--- config.mk ---
export PLATFORM = sky130hd
export DESIGN_NAME = serial_adder
export DESIGN_NICKNAME = d
export VERILOG_FILES = /design/src/rtl/adder_pkg.sv /design/src/rtl/fulladder.sv /design/src/rtl/serial_adder.sv
export SDC_FILE = /design/constraint.sdc
export NUM_CORES = 1
export LEC_CHECK = 0
export ABC_AREA = 0
export BUFFER_PORTS_ARGS = -buffer_cell sky130_fd_sc_hd__buf_4
export CORE_MARGIN = 5
export CORE_UTILIZATION = 40
export DETAILED_ROUTE_END_ITERATION = 8
export HOLD_SLACK_MARGIN = 0.12
export PLACE_DENSITY = 0.69
export SYNTH_ARGS = -nofsm -noshare
export SYNTH_HDL_FRONTEND = slang
export SYNTH_SLANG_ARGS = --single-unit
--- constraint.sdc ---
create_clock -name clk -period 2.4 [get_ports clk]
set_input_delay 0.24 -clock clk [delete_from_list [all_inputs] [get_ports clk]]
set_output_delay 0.24 -clock clk [all_outputs]
set_load 0.02 [all_outputs]
--- src/rtl/adder_pkg.sv ---
// Shared definitions for the serial adder: FSM states and counter sizing.
package adder_pkg;

  typedef enum logic [1:0] {IDLE, RUN, DONE} state_t;

  // Counter width for ncyc steps; never narrower than one bit.
  function automatic int cnt_width(input int ncyc);
    return (ncyc <= 1) ? 1 : $clog2(ncyc);
  endfunction

endpackage

--- src/rtl/fulladder.sv ---
// Single-bit full adder cell, chained by serial_adder to form each step slice.
module fulladder (
  input  logic a,
  input  logic b,
  input  logic ci,
  output logic s,
  output logic co
);

  assign s  = a ^ b ^ ci;
  assign co = (a & b) | (ci & (a ^ b));

endmodule

--- src/rtl/serial_adder.sv ---
// Multi-cycle adder: adds STEP bits per clock through a fulladder ripple chain,
// carrying between cycles in a flop, with a start/busy/done handshake.
module serial_adder
  import adder_pkg::*;
#(
  parameter int WIDTH = 8,
  parameter int STEP  = 1
) (
  input  logic             clk,
  input  logic             rst_n,
  input  logic             start,
  input  logic [WIDTH-1:0] a,
  input  logic [WIDTH-1:0] b,
  input  logic             ci,
  output logic             busy,
  output logic             done,
  output logic [WIDTH-1:0] sum,
  output logic             co
);

  localparam int NCYC = WIDTH / STEP;
  localparam int CW   = cnt_width(NCYC);
  localparam logic [CW-1:0] LAST = CW'(NCYC - 1);

  state_t           state, state_next;
  logic [WIDTH-1:0] a_sr, b_sr, res_sr, res_next, step_ext;
  logic             carry;
  logic [CW-1:0]    count;
  logic [STEP:0]    chain_c;
  logic [STEP-1:0]  step_sum;
  logic             accept;
  logic             last_step;

  assign accept    = start && (state == IDLE || state == DONE);
  assign last_step = (state == RUN) && (count == LAST);
  assign busy      = (state == RUN);
  assign done      = (state == DONE);

  assign chain_c[0] = carry;

  genvar i;
  generate
    for (i = 0; i < STEP; i++) begin : g_chain
      fulladder u_fa (
        .a  (a_sr[i]),
        .b  (b_sr[i]),
        .ci (chain_c[i]),
        .s  (step_sum[i]),
        .co (chain_c[i+1])
      );
    end
  endgenerate

  // New result bits enter from the MSB side so bit 0 lands at res_sr[0] last.
  assign step_ext = WIDTH'(step_sum);
  assign res_next = (res_sr >> STEP) | (step_ext << (WIDTH - STEP));

  always_ff @(posedge clk or negedge rst_n) begin
    if (!rst_n) state <= IDLE;
    else        state <= state_next;
  end

  always_comb begin
    state_next = state;
    case (state)
      IDLE:    if (start) state_next = RUN;
      RUN:     if (count == LAST) state_next = DONE;
      DONE:    state_next = start ? RUN : IDLE;
      default: state_next = IDLE;
    endcase
  end

  // sum/co are only written on the final step, so they hold through RUN.
  always_ff @(posedge clk or negedge rst_n) begin
    if (!rst_n) begin
      a_sr   <= '0;
      b_sr   <= '0;
      res_sr <= '0;
      carry  <= 1'b0;
      count  <= '0;
      sum    <= '0;
      co     <= 1'b0;
    end else if (accept) begin
      a_sr   <= a;
      b_sr   <= b;
      carry  <= ci;
      count  <= '0;
    end else if (state == RUN) begin
      a_sr   <= a_sr >> STEP;
      b_sr   <= b_sr >> STEP;
      res_sr <= res_next;
      carry  <= chain_c[STEP];
      count  <= count + 1'b1;
      if (last_step) begin
        sum <= res_next;
        co  <= chain_c[STEP];
      end
    end
  end

endmodule

Word level (Yosys, flattened, before mapping):

Cells that the tools add are included.

* equal/unequal tests: 5
* add/sub/neg operators: 1
* reductions and logical operators: 8
* muxes and demuxes: 12
* bitwise logic cells: 7

Operator list (count)
* 8-bit 2-to-1 mux: 4
* 7-bit by 8-bit OR with 8-bit output: 1
* 3-bit 2-to-1 mux: 2
* 2-bit one-hot mux with 3 select lines: 1
* 2-bit 2-to-1 mux: 2
* 2-bit AND reduction: 2
* 3-bit by 1-bit adder with 3-bit output (second input constant): 1
* 3-bit == test (second input constant): 1
* 1-bit 2-to-1 mux: 3
* 3-bit AND reduction: 1
* 1-bit AND: 2
* 2-bit by 1-bit == test with 1-bit output (second input constant): 1
* 2-bit == test (second input constant): 1
* 1-bit logical AND: 2
* 2-bit zero test: 1
* 2-bit by 1-bit != test with 1-bit output (second input constant): 1
* 2-bit != test (second input constant): 1
* 2-bit nonzero test: 1
* 1-bit XOR: 2
* 1-bit logical OR: 1
* 1-bit NOT: 1
* 1-bit OR: 1

* output and inout bits: 11
* register bits: 39

Depth between registers and ports, before layout:

Gate-level depths: netlist (run 1).

* depth in word-level cells: 5
* gate-level depth with buffers: 6

By module:

A second synthesis (run 1) with hierarchy kept.

* cell total of the unflattened synthesis: 132
* area, all modules: 1883.1 µm²

Modules (own cells, without submodules)
* serial_adder: instances 1, area each 1863.0 µm², cells each 131
* fulladder: instances 1, area each 20.0 µm², cells each 1

Least setup slack after synthesis (run 1):

OpenSTA, ideal clock, no wires.

* path kind: register -> register
* from: register count[0]
* to: register count[2]
* path slack: 1.002 ns
* required time: 2.279 ns
* arrival time: 1.277 ns
* setup time: 0.121 ns
* buffers on the path: 0
* cell stages (with the launch flop): 5
* path through: dfrtp_1 -> ha_1 -> ha_1 -> mux2_2 -> a22o_1

* word-level cells in the longest chain between the ends: 3

Ends and longest elaborated chain
* from (decl): line serial_adder.sv:28 `logic [CW-1:0] count;`
* from (signal assigned): line serial_adder.sv:93 `count <= count + 1'b1;`
* 3-bit by 1-bit adder with 3-bit output: line serial_adder.sv:93
* 3-bit 2-to-1 mux: line serial_adder.sv:88 `end else if (state == RUN) begin`
* 3-bit 2-to-1 mux: line serial_adder.sv:83 `end else if (accept) begin`

Every way passes these cells. The select of a mux whose other input is x is not followed.
A chain may end at the register's enable or synchronous reset.

Worst setup path in the final report (run 1):

* from: register state[0]
* to: output port done

* word-level cells in the longest chain between the ends: 1

Ends and longest elaborated chain
* from (decl): line serial_adder.sv:25 `state_t state, state_next;`
* from (signal assigned): line serial_adder.sv:60 `else state <= state_next;`
* 2-bit == test: line serial_adder.sv:37 `assign done = (state == DONE);`
* to (decl): line serial_adder.sv:16 `output logic done,`

Every way passes these cells.

==> summary.txt, run 1 <==
Floorplanning
  – Rows: 24
  – Initial core utilization: 41.2%
  – Core Area: 4380 um2
  – DIE AREA: 5960 um2
  – # IOs: 31
  – Die width: 77.2 um
  – Die height: 77.2 um

Min path
  – Worst Hold Class: in -> reg

Detailed routing
  – Vias: 1,188
  – ANT nets after route: 0
  – Final wirelength: 3220 um
  – First DRT Iteration DRCs: 36
  – 1st-pass router iterations: 4
  – Routed vias/inst: 4.95
  – DRC: 0
  – DR WL/cell: 13.4 um

Clocking
  – Root buf cell: clkbuf_8
  – CTS tree: done
  – Longest Clk Path Bufs: 2
  – Reg clk slew, reported paths: 80 ps
  – CTS H-tree lvls: 2
  – Clk sinks: 38
  – Cts bufs inserted: 5
  – Worst-Skew Late Latency: 290 ps
  – Post-CTS Setup Bufs: 0

Critical path
  – Crit path DAT: 1260 ps
  – Crit start category: register
  – Max incr delay on CP: 400 ps
  – Most frequent cell on the critical path: buf_4
  – Crit path max fanout: 32
  – Worst Path Required: 2160 ps
  – CP max stage cell: dfrtp_1
  – CP cell instances: buf_4 -> nor2b_1 -> buf_4
  – Critical path type: reg -> out
  – Crit. End Element: output port

Global routing
  – Global-route wire length before repair: 5350 um
  – Pin count of the biggest net entering global routing: 39
  – Number of global-route vias before repair: 1,087
  – Initial antenna violation count: 0
  – Total grt overflow: 0
  – Total GRT Usage: 11.1%

Power
  – Worst VDD drop: 473 uV
  – P per Cell Area: 1310 nW/um2
  – Leak pwr: 1.01 nW

Synth
  – Cells after synthesis: 157
  – Synth top area cells: dfrtp_1 53%, mux2_4 7.5%, mux2i_1 7.2%
  – Syn_area_per_cell: 11.5 um2
  – Post-synth top area cell: dfrtp_1
  – Sequential area share after synthesis: 52.6%
  – Post-synth top area share: 52.6%
  – #FFs+latches synth: 38
  – Count of warnings emitted by yosys: 0
  – Distinct cells, synth: 27
  – Synthesized area: 1810 um2
  – Net Count, Synth: 180

Placed design
  – Routability cong.: 0.712
  – Number of port buffers: 30
  – DPL Wire Length: 2120 um

Timing
  – Period utilization: 62.7%
  – Shortest period the worst path allows: 1500 ps
  – Max-slew headroom at the worst pin: 68.1%
  – Max Clock Skew: 10.2 ps
  – Worst-margin pin slew: 478 ps
  – Setup TNS: 0 ps
  – Final number of hold-violating endpoints: 0
  – RSZ-0062 raised after global routing: false
  – Slew Viols, Final: 0
  – Final Setup Violations: 0
  – Fmax: 665 MHz

Finish
  – Commonest cells after routing, fill and taps aside: 38 x dfrtp_1, 32 x buf_4, 22 x nand2_1
  – Ratio of cells with drive above 1 in the final layout: 28.2%
  – Final nets: 211
  – Fillers: 399
  – Final core utilization: 49.7%
  – Synthesis-to-finish area growth: 20.5%
  – Commonest non-fill, non-tap cell in the layout: dfrtp_1
  – Ant. Diodes: 0

Flow run
  – Max cap viols: 0

Status
  – Status: complete, no violations
-- cell families (layout without fill, tap and decap cells) --
kind of cell,Yosys count,in the layout,synth area share [%]
muxes,24,24,15.9
adders and majority gates,3,3,2.49
and+or+nand+nor,49,49,14.1
buffers and inverters,11,42,3.74
AOI/OAI and AO/OA,32,32,11.1
DFF,38,38,52.6
-- synth_stat cells --
library cell / n
a22oi_1: 1
buf_2: 4
mux2i_1: 13
a21oi_1: 11
nor2_1: 4
ha_1: 2
o21ai_0: 4
nand2_1: 22
fa_1: 1
mux2_2: 2
clkbuf_1: 1
nand2b_1: 1
inv_1: 1
nand2_8: 1
and2b_1: 1
inv_4: 1
a22o_1: 2
a211oi_1: 11
buf_4: 3
dfrtp_1: 38
nor3_1: 3
nor2b_1: 12
buf_6: 1
o22ai_1: 3
nand2b_4: 1
nand3_1: 4
mux2_4: 9
-- worst max-delay path: cells and delay by family, from the launching register on --
family / cells / cell delay [ps]
buffers and inverters: 2 / 480
DFF: 1 / 400
and+or+nand+nor: 1 / 90
-- worst paths after layout --
| check | startpoint | end | slack (ps) | depth (start not counted) |
|---|---|---|---|---|
| worst max-delay path | state[0] | done | 900 | 3 |
| worst min-delay path | a[4] | a_sr[4] | 160 | 3 |
| worst max register to register | count[0] | count[2] | 980 | 4 |
| worst min register to register | res_sr[1] | res_sr[1] | 480 | 2 |
| max in group asynchronous | rst_n | b_sr[6] | 1610 | 2 |
| min in group asynchronous | rst_n | sum[0] | 460 | 2 |
-- registers in the layout, indices dropped and copies added, names as in the netlist --
| name | count |
|---|---|
| carry | 1 |
| co | 1 |
| b_sr | 8 |
| count | 3 |
| a_sr | 8 |
| sum | 8 |
| res_sr | 7 |
| state | 2 |
-- metrics by stage --
step | instances | area (um2) | worst slack [ps] | hold slack (ps) | total power, mW
floorplan | 157 | 1810 | 1000 | -55.6 | 2.01
global placement | 232 | 2060 | 979 | 236 | 2.30
detailed placement | 232 | 2060 | 970 | 235 | 2.32
CTS | 240 | 2180 | 880 | 157 | 2.88
global route | 240 | 2180 | 808 | 169 | 3.05
finish | 240 | 2180 | 895 | 160 | 2.85
-- final cells by class --
class / instances / area [um2] / share of cell area [%]
clock buffers: 6 / 82.6 / 3.79
repair buffers: 33 / 250 / 11.5
well taps: 52 / 65.1 / 2.99
inverters: 2 / 10.0 / 0.460
flip-flops and latches: 38 / 951 / 43.7
multi-input cells: 108 / 790 / 36.2
clock inverters: 1 / 30.0 / 1.38
-- routing by layer --
metal  part of all wire, %  GRT usage (%)  routed length, um
met1                    50           15.1               1600
met4                   1.6           4.12                 51
met5                     0              0                  0
met2                    41           15.3               1310
met3                   8.2           4.92                263
-- what timing repair did --
item	in CTS	in global routing
gates resized for setup	0	0
endpoints found under the hold margin	38	0
endpoints found under the setup margin	0	0
hold buffers	1	0
-- power by group --
part	total (mW)	switching (mW)	leakage, nW	internal (mW)
registers	1.16	0.208	0.463	0.947
clock network	0.548	0.216	0.0573	0.332
logic	1.15	0.571	0.493	0.575
total	2.85	0.995	1.01	1.85
(Power assumes the default switching activity.)
==> inputs of run 2 (changes only) <==
Clock period 2.4 ns to 1.4 ns, I/O delays scaled along.
==> run 2 against run 1 <==
Effect of this change: final cell count up 9.6%; sequential share of layout area down 3.5 points; highest routed layer unchanged; critical path depth up 1; clock skew decreased by 5.6 ps; critical path type is now reg -> reg; wire length is 14% higher; total power up 79%; clock power increased by 42%; largest power group is now combinational logic; die area stayed put; design area is 9.1% higher; via count up 10%.
==> summary.txt, run 2 (same netlist as run 1, synthesis figures left out) <==
Detailed routing
  – DR WL/cell: 14.0 um (+4.3%)
  – Final wirelength: 3680 um (+14%)
  – First DRT Iteration DRCs: 74 (+110%)
  – Vias: 1,307 (+10%)
  – Routed vias/inst: 4.97 (+0.40%)
  – DRC: 0 (unchanged)
  – ANT nets after route: 0 (unchanged)
  – 1st-pass router iterations: 4 (unchanged)

Clocking
  – CTS H-tree lvls: 2 (unchanged)
  – Clk sinks: 38 (unchanged)
  – Reg clk slew, reported paths: 70 ps (about the same)
  – Worst-Skew Late Latency: 290 ps (about the same)
  – Cts bufs inserted: 5 (unchanged)
  – Root buf cell: clkbuf_8
  – Longest Clk Path Bufs: 2 (unchanged)
  – CTS tree: done

Timing
  – Fmax: 721 MHz
  – Shortest period the worst path allows: 1390 ps
  – Setup ws final: 12.6 ps (-883 ps)
  – Hold slack: 127 ps (-33.3 ps)
  – Max Clock Skew: 4.63 ps (-5.56 ps)
  – RSZ-0062 raised after global routing: true
  – Max-slew headroom at the worst pin: 68.5% (+0.36 points)
  – Period utilization: 99.1%
  – Final number of hold-violating endpoints: 0 (unchanged)
  – Worst-margin pin slew: 473 ps (-5.36 ps)
  – Final Setup Violations: 0 (unchanged)
  – Slew Viols, Final: 0 (unchanged)
  – Setup TNS: 0 ps (unchanged)

Floorplanning
  – # IOs: 31 (unchanged)
  – Initial core utilization: 41.2% (unchanged)
  – Die height: 77.2 um (unchanged)
  – DIE AREA: 5960 um2 (unchanged)
  – Core Area: 4380 um2 (unchanged)
  – Rows: 24 (unchanged)
  – Die width: 77.2 um (unchanged)

Placed design
  – DP Cell Count: 238 (+2.6%)
  – DPL Wire Length: 2360 um (+11%)
  – Routability cong.: 0.696 (-2.3%)
  – Post-Place Setup Slack: -31.9 ps (-1000 ps)
  – Number of port buffers: 30 (unchanged)

Critical path
  – Crit. End Element: register
  – CP cell instances: ha_2 -> ha_2 -> mux2_2 -> a22o_1
  – Most frequent cell on the critical path: ha_2
  – Crit start category: register
  – Max incr delay on CP: 400 ps (about the same)
  – Delay-heaviest family, CP: adder cells
  – Length in cells of the worst reg-to-reg path: 4 (unchanged)
  – Stages on worst setup path: 4 (+1)
  – Crit path max fanout: 2 (-94%)
  – Critical path type: reg -> reg
  – Crit path DAT: 1570 ps (+310 ps)
  – CP max stage cell: dfrtp_1
  – Worst Path Required: 1580 ps (-580 ps)
  – Bufs and invs on worst path: 0 (-2)

Power
  – Worst VDD drop: 728 uV (+54%)
  – P per Cell Area: 2150 nW/um2 (+64%)
  – Overall Power: 5.10 mW (+79%)
  – Leak pwr: 1.11 nW (+9.3%)

Global routing
  – Global-route wire length before repair: 6140 um (+15%)
  – Number of global-route vias before repair: 1,260 (+16%)
  – Total grt overflow: 0 (unchanged)
  – Pin count of the biggest net entering global routing: 39 (unchanged)
  – Initial antenna violation count: 0 (unchanged)
  – Total GRT Usage: 12.7% (+1.7 points)

Finish
  – Commonest non-fill, non-tap cell in the layout: buf_4
  – Synthesis-to-finish area growth: 31.4%
  – Final nets: 233 (+10%)
  – Non-Filler Instances: 263 (+9.6%)
  – Largest regs: a_sr x8, b_sr x8, sum x8
  – Ant. Diodes: 0 (unchanged)
  – Commonest cells after routing, fill and taps aside: 41 x buf_4, 36 x dfrtp_1, 22 x nand2_1
  – Ratio of cells with drive above 1 in the final layout: 33.2% (+5.0 points)

Min path
  – Worst Hold Class: in -> reg
  – Hold depth: 3 (unchanged)

Flow run
  – Max cap viols: 0 (unchanged)

Status
  – Status: complete, no violations
[run 2: layout make-up]
class | instances | area [um2]
fill | 401 | 2010
sequential | 38 | 953
multi-input combinational | 109 | 806
timing repair buffer | 54 | 445
clock buffer | 7 | 86.3
tap | 52 | 65.1
inverter | 2 | 15.0
clock inverter | 1 | 5.00
[run 2: metrics by stage]
stage               util, %  cell area, um2
floorplan                 -            1810
global placement       47.9            2100
detailed placement     47.9            2100
CTS                    53.1            2330
global route           54.2            2380
finish                 54.2            2380
[run 2: final timing paths]
check,from,endpoint,slack [ps]
worst max-delay path,count[0],count[2],10
worst min-delay path,a[1],a_sr[1],130
worst max register to register,count[0],count[2],10
worst min register to register,res_sr[6],res_sr[5],500
max in group asynchronous,rst_n,state[0],690
min in group asynchronous,rst_n,sum[2],360
[run 2: metal layers]
| metal | vias to the layer above | GRT usage [%] | wire length [um] | part of all wire, % |
|---|---|---|---|---|
| met2 | 34 | 18.5 | 1600 | 43 |
| met5 | - | 0 | 0 | 0 |
| met3 | 7 | 4.80 | 231 | 6.3 |
| met4 | 0 | 4.12 | 43 | 1.2 |
| li1 | 661 | - | - | - |
| met1 | 605 | 17.4 | 1810 | 49 |
[run 2: repair_timing]
| action | 4_1_cts | 5_1_grt |
|---|---|---|
| hold endpoints to repair | 47 | 0 |
| pin swaps | 2 | 2 |
| resized for setup | 6 | 4 |
| gates cloned | 0 | 1 |
| endpoints found under the setup margin | 12 | 12 |
| setup buffers | 2 | 4 |
| hold buffers | 10 | 0 |
[run 2: power by group]
group / total (mW) / internal (mW) / switching [mW]
clock: 0.779 / 0.397 / 0.382
sequential: 2.00 / 1.63 / 0.372
combinational: 2.33 / 1.24 / 1.09
[run 2: tightest hold or removal path, stage by stage]
cell and delay, ps:
buf_4 80, o22ai_1 50, nor2_1 100
==> inputs of run 3 (changes only) <==
Settings changed: CORE_MARGIN 5 to 4.
==> run 3 against run 2 <==
Effect of this change: sequential share of layout area down 0.98 points; via count up 1.4%; setup slack better by 27 ps; critical endpoint unchanged; die area down 5.1%; sequential power about the same.
==> summary.txt, run 3 (same netlist as run 1, synthesis figures left out) <==
Power
  – Sw frac: 33.2% (-2.9 points)
  – Internal power: 3.65 mW (+12%)
  – P per Cell Area: 2250 nW/um2 (+4.5%)
  – Overall Power: 5.46 mW (+7.0%)
  – Gate power share: 42.4% (-3.2 points)
  – Switching pwr: 1.81 mW (-1.5%)
  – Reg power frac: 36.7% (-2.5 points)
  – Clock power frac: 20.9% (+5.6 points)
  – Worst VDD drop: 979 uV (+35%)
  – Leak pwr: 1.13 nW (+1.7%)

Timing
  – Max-slew headroom at the worst pin: 68.1% (-0.36 points)
  – Period utilization: 97.2% (-1.9 points)
  – Final Setup Violations: 0 (unchanged)
  – RSZ-0062 raised after global routing: true
  – Slew Viols, Final: 0 (unchanged)
  – Hold slack: 133 ps (+6.70 ps)
  – Max Clock Skew: 8.05 ps (+3.42 ps)
  – Setup TNS: 0 ps (unchanged)
  – Final number of hold-violating endpoints: 0 (unchanged)
  – Shortest period the worst path allows: 1360 ps (-27.0 ps)
  – Fmax: 735 MHz (+2.0%)
  – Worst-margin pin slew: 478 ps (+5.45 ps)
  – Setup ws final: 39.6 ps (+27.0 ps)

Critical path
  – Crit path DAT: 1540 ps (-30 ps)
  – Critical path type: reg -> reg
  – Crit path max fanout: 2 (unchanged)
  – Crit. End Element: register
  – Crit start category: register
  – Max incr delay on CP: 390 ps (about the same)
  – Register-to-register setup slack: 40 ps (+30 ps)
  – CP cell instances: ha_2 -> ha_4 -> mux2_4 -> a22o_1
  – Length in cells of the worst reg-to-reg path: 4 (unchanged)
  – Worst Path Required: 1580 ps (about the same)
  – CP max stage cell: dfrtp_1

Global routing
  – Global-route wire length before repair: 5950 um (-3.0%)
  – Pin count of the biggest net entering global routing: 39 (unchanged)
  – Initial antenna violation count: 0 (unchanged)
  – Total GRT Usage: 13.9% (+1.2 points)
  – Number of global-route vias before repair: 1,266 (+0.48%)
  – Total grt overflow: 0 (unchanged)

Detailed routing
  – DR WL/cell: 13.3 um (-4.9%)
  – Final wirelength: 3480 um (-5.6%)
  – ANT nets after route: 0 (unchanged)
  – DRC: 0 (unchanged)
  – 1st-pass router iterations: 4 (unchanged)
  – First DRT Iteration DRCs: 88 (+19%)
  – Routed vias/inst: 5.08 (+2.2%)
  – Vias: 1,325 (+1.4%)

Floorplanning
  – Initial core utilization: 41.5% (+0.28 points)
  – DIE AREA: 5660 um2 (-5.1%)
  – # IOs: 31 (unchanged)
  – Die width: 75.2 um (-2.6%)
  – Core Area: 4350 um2 (-0.68%)
  – Rows: 24 (unchanged)
  – Die height: 75.2 um (-2.6%)

Finish
  – Largest regs: a_sr x8, b_sr x8, sum x8
  – Fillers: 390 (-2.7%)
  – Final core utilization: 55.9% (+1.7 points)
  – Ant. Diodes: 0 (unchanged)
  – Fin area: 2430 um2 (+2.4%)
  – Synthesis-to-finish area growth: 34.5%
  – Non-Filler Instances: 261 (-0.76%)
  – Commonest cells after routing, fill and taps aside: 38 x buf_4, 37 x dfrtp_1, 22 x nand2_1
  – Commonest non-fill, non-tap cell in the layout: buf_4
  – Final nets: 231 (-0.86%)
  – Ratio of cells with drive above 1 in the final layout: 32.1% (-1.1 points)

Clocking
  – Reg clk slew, reported paths: 70 ps (about the same)
  – Clk sinks: 38 (unchanged)
  – Root buf cell: clkbuf_8
  – Longest Clk Path Bufs: 2 (unchanged)
  – Cts bufs inserted: 5 (unchanged)
  – CTS tree: done
  – CTS H-tree lvls: 2 (unchanged)
  – Worst-Skew Late Latency: 290 ps (about the same)

Placed design
  – DPL Wire Length: 2280 um (-3.7%)
  – Number of port buffers: 30 (unchanged)
  – Routability cong.: 0.700 (+0.56%)
  – DP Cell Count: 235 (-1.3%)
  – DP Area: 2080 um2 (-1.1%)
  – Post-Place Setup Slack: -37.0 ps (-5.17 ps)

Status
  – Status: complete, no violations

Min path
  – Worst Hold Class: in -> reg
  – Hold depth: 3 (unchanged)

Flow run
  – Max cap viols: 0 (unchanged)
==> run 3: power groups by stage <==
stage	Clock (mW)	Combinational [mW]	Sequential, mW
after detailed placement	0	2.06	2.02
after CTS	1.18	2.18	2.00
final	1.14	2.32	2.00
after floorplan	0	1.37	2.07
after global placement	0	2.01	2.00
after global routing	1.22	2.59	2.08
==> run 3: worst paths after layout <==
kind / from / end
min: a[7] / a_sr[7]
min in group asynchronous: rst_n / sum[0]
max: count[0] / count[2]
max in group asynchronous: rst_n / state[0]
min reg2reg: res_sr[6] / res_sr[5]
max reg2reg: count[0] / count[2]
==> run 3: metal layers <==
metal | global-route usage [%] | up-vias | share of wire [%]
met5 | 0 | - | 0
met4 | 5.24 | 0 | 0.95
met3 | 4.01 | 3 | 5.6
met2 | 22.3 | 41 | 48
met1 | 17.9 | 632 | 46
li1 | - | 649 | -
==> run 3: final cells by class <==
| class | instances | area (um2) | area share (%) |
|---|---|---|---|
| sequential | 38 | 952 | 39.1 |
| multi-input combinational | 108 | 808 | 33.2 |
| timing repair buffer | 53 | 452 | 18.6 |
| clock buffer | 6 | 82.6 | 3.40 |
| tap | 52 | 65.1 | 2.67 |
| clock inverter | 2 | 60.1 | 2.47 |
| inverter | 2 | 12.5 | 0.514 |
==> run 3: worst max-delay path: cells and delay by family (launching register included) <==
family | cells | cell delay, ps
muxes | 1 | 260
adders and majority gates | 2 | 400
DFF | 1 | 390
AOI/OAI and AO/OA | 1 | 200
==> run 3: what timing repair did <==
action / 4_1_cts / 5_1_grt
gates resized for setup: 5 / 7
hold buffers: 11 / 0
endpoints found under the hold margin: 48 / 0
setup endpoints to repair: 12 / 12
pin swaps: 1 / 2
setup buffers: 3 / 4
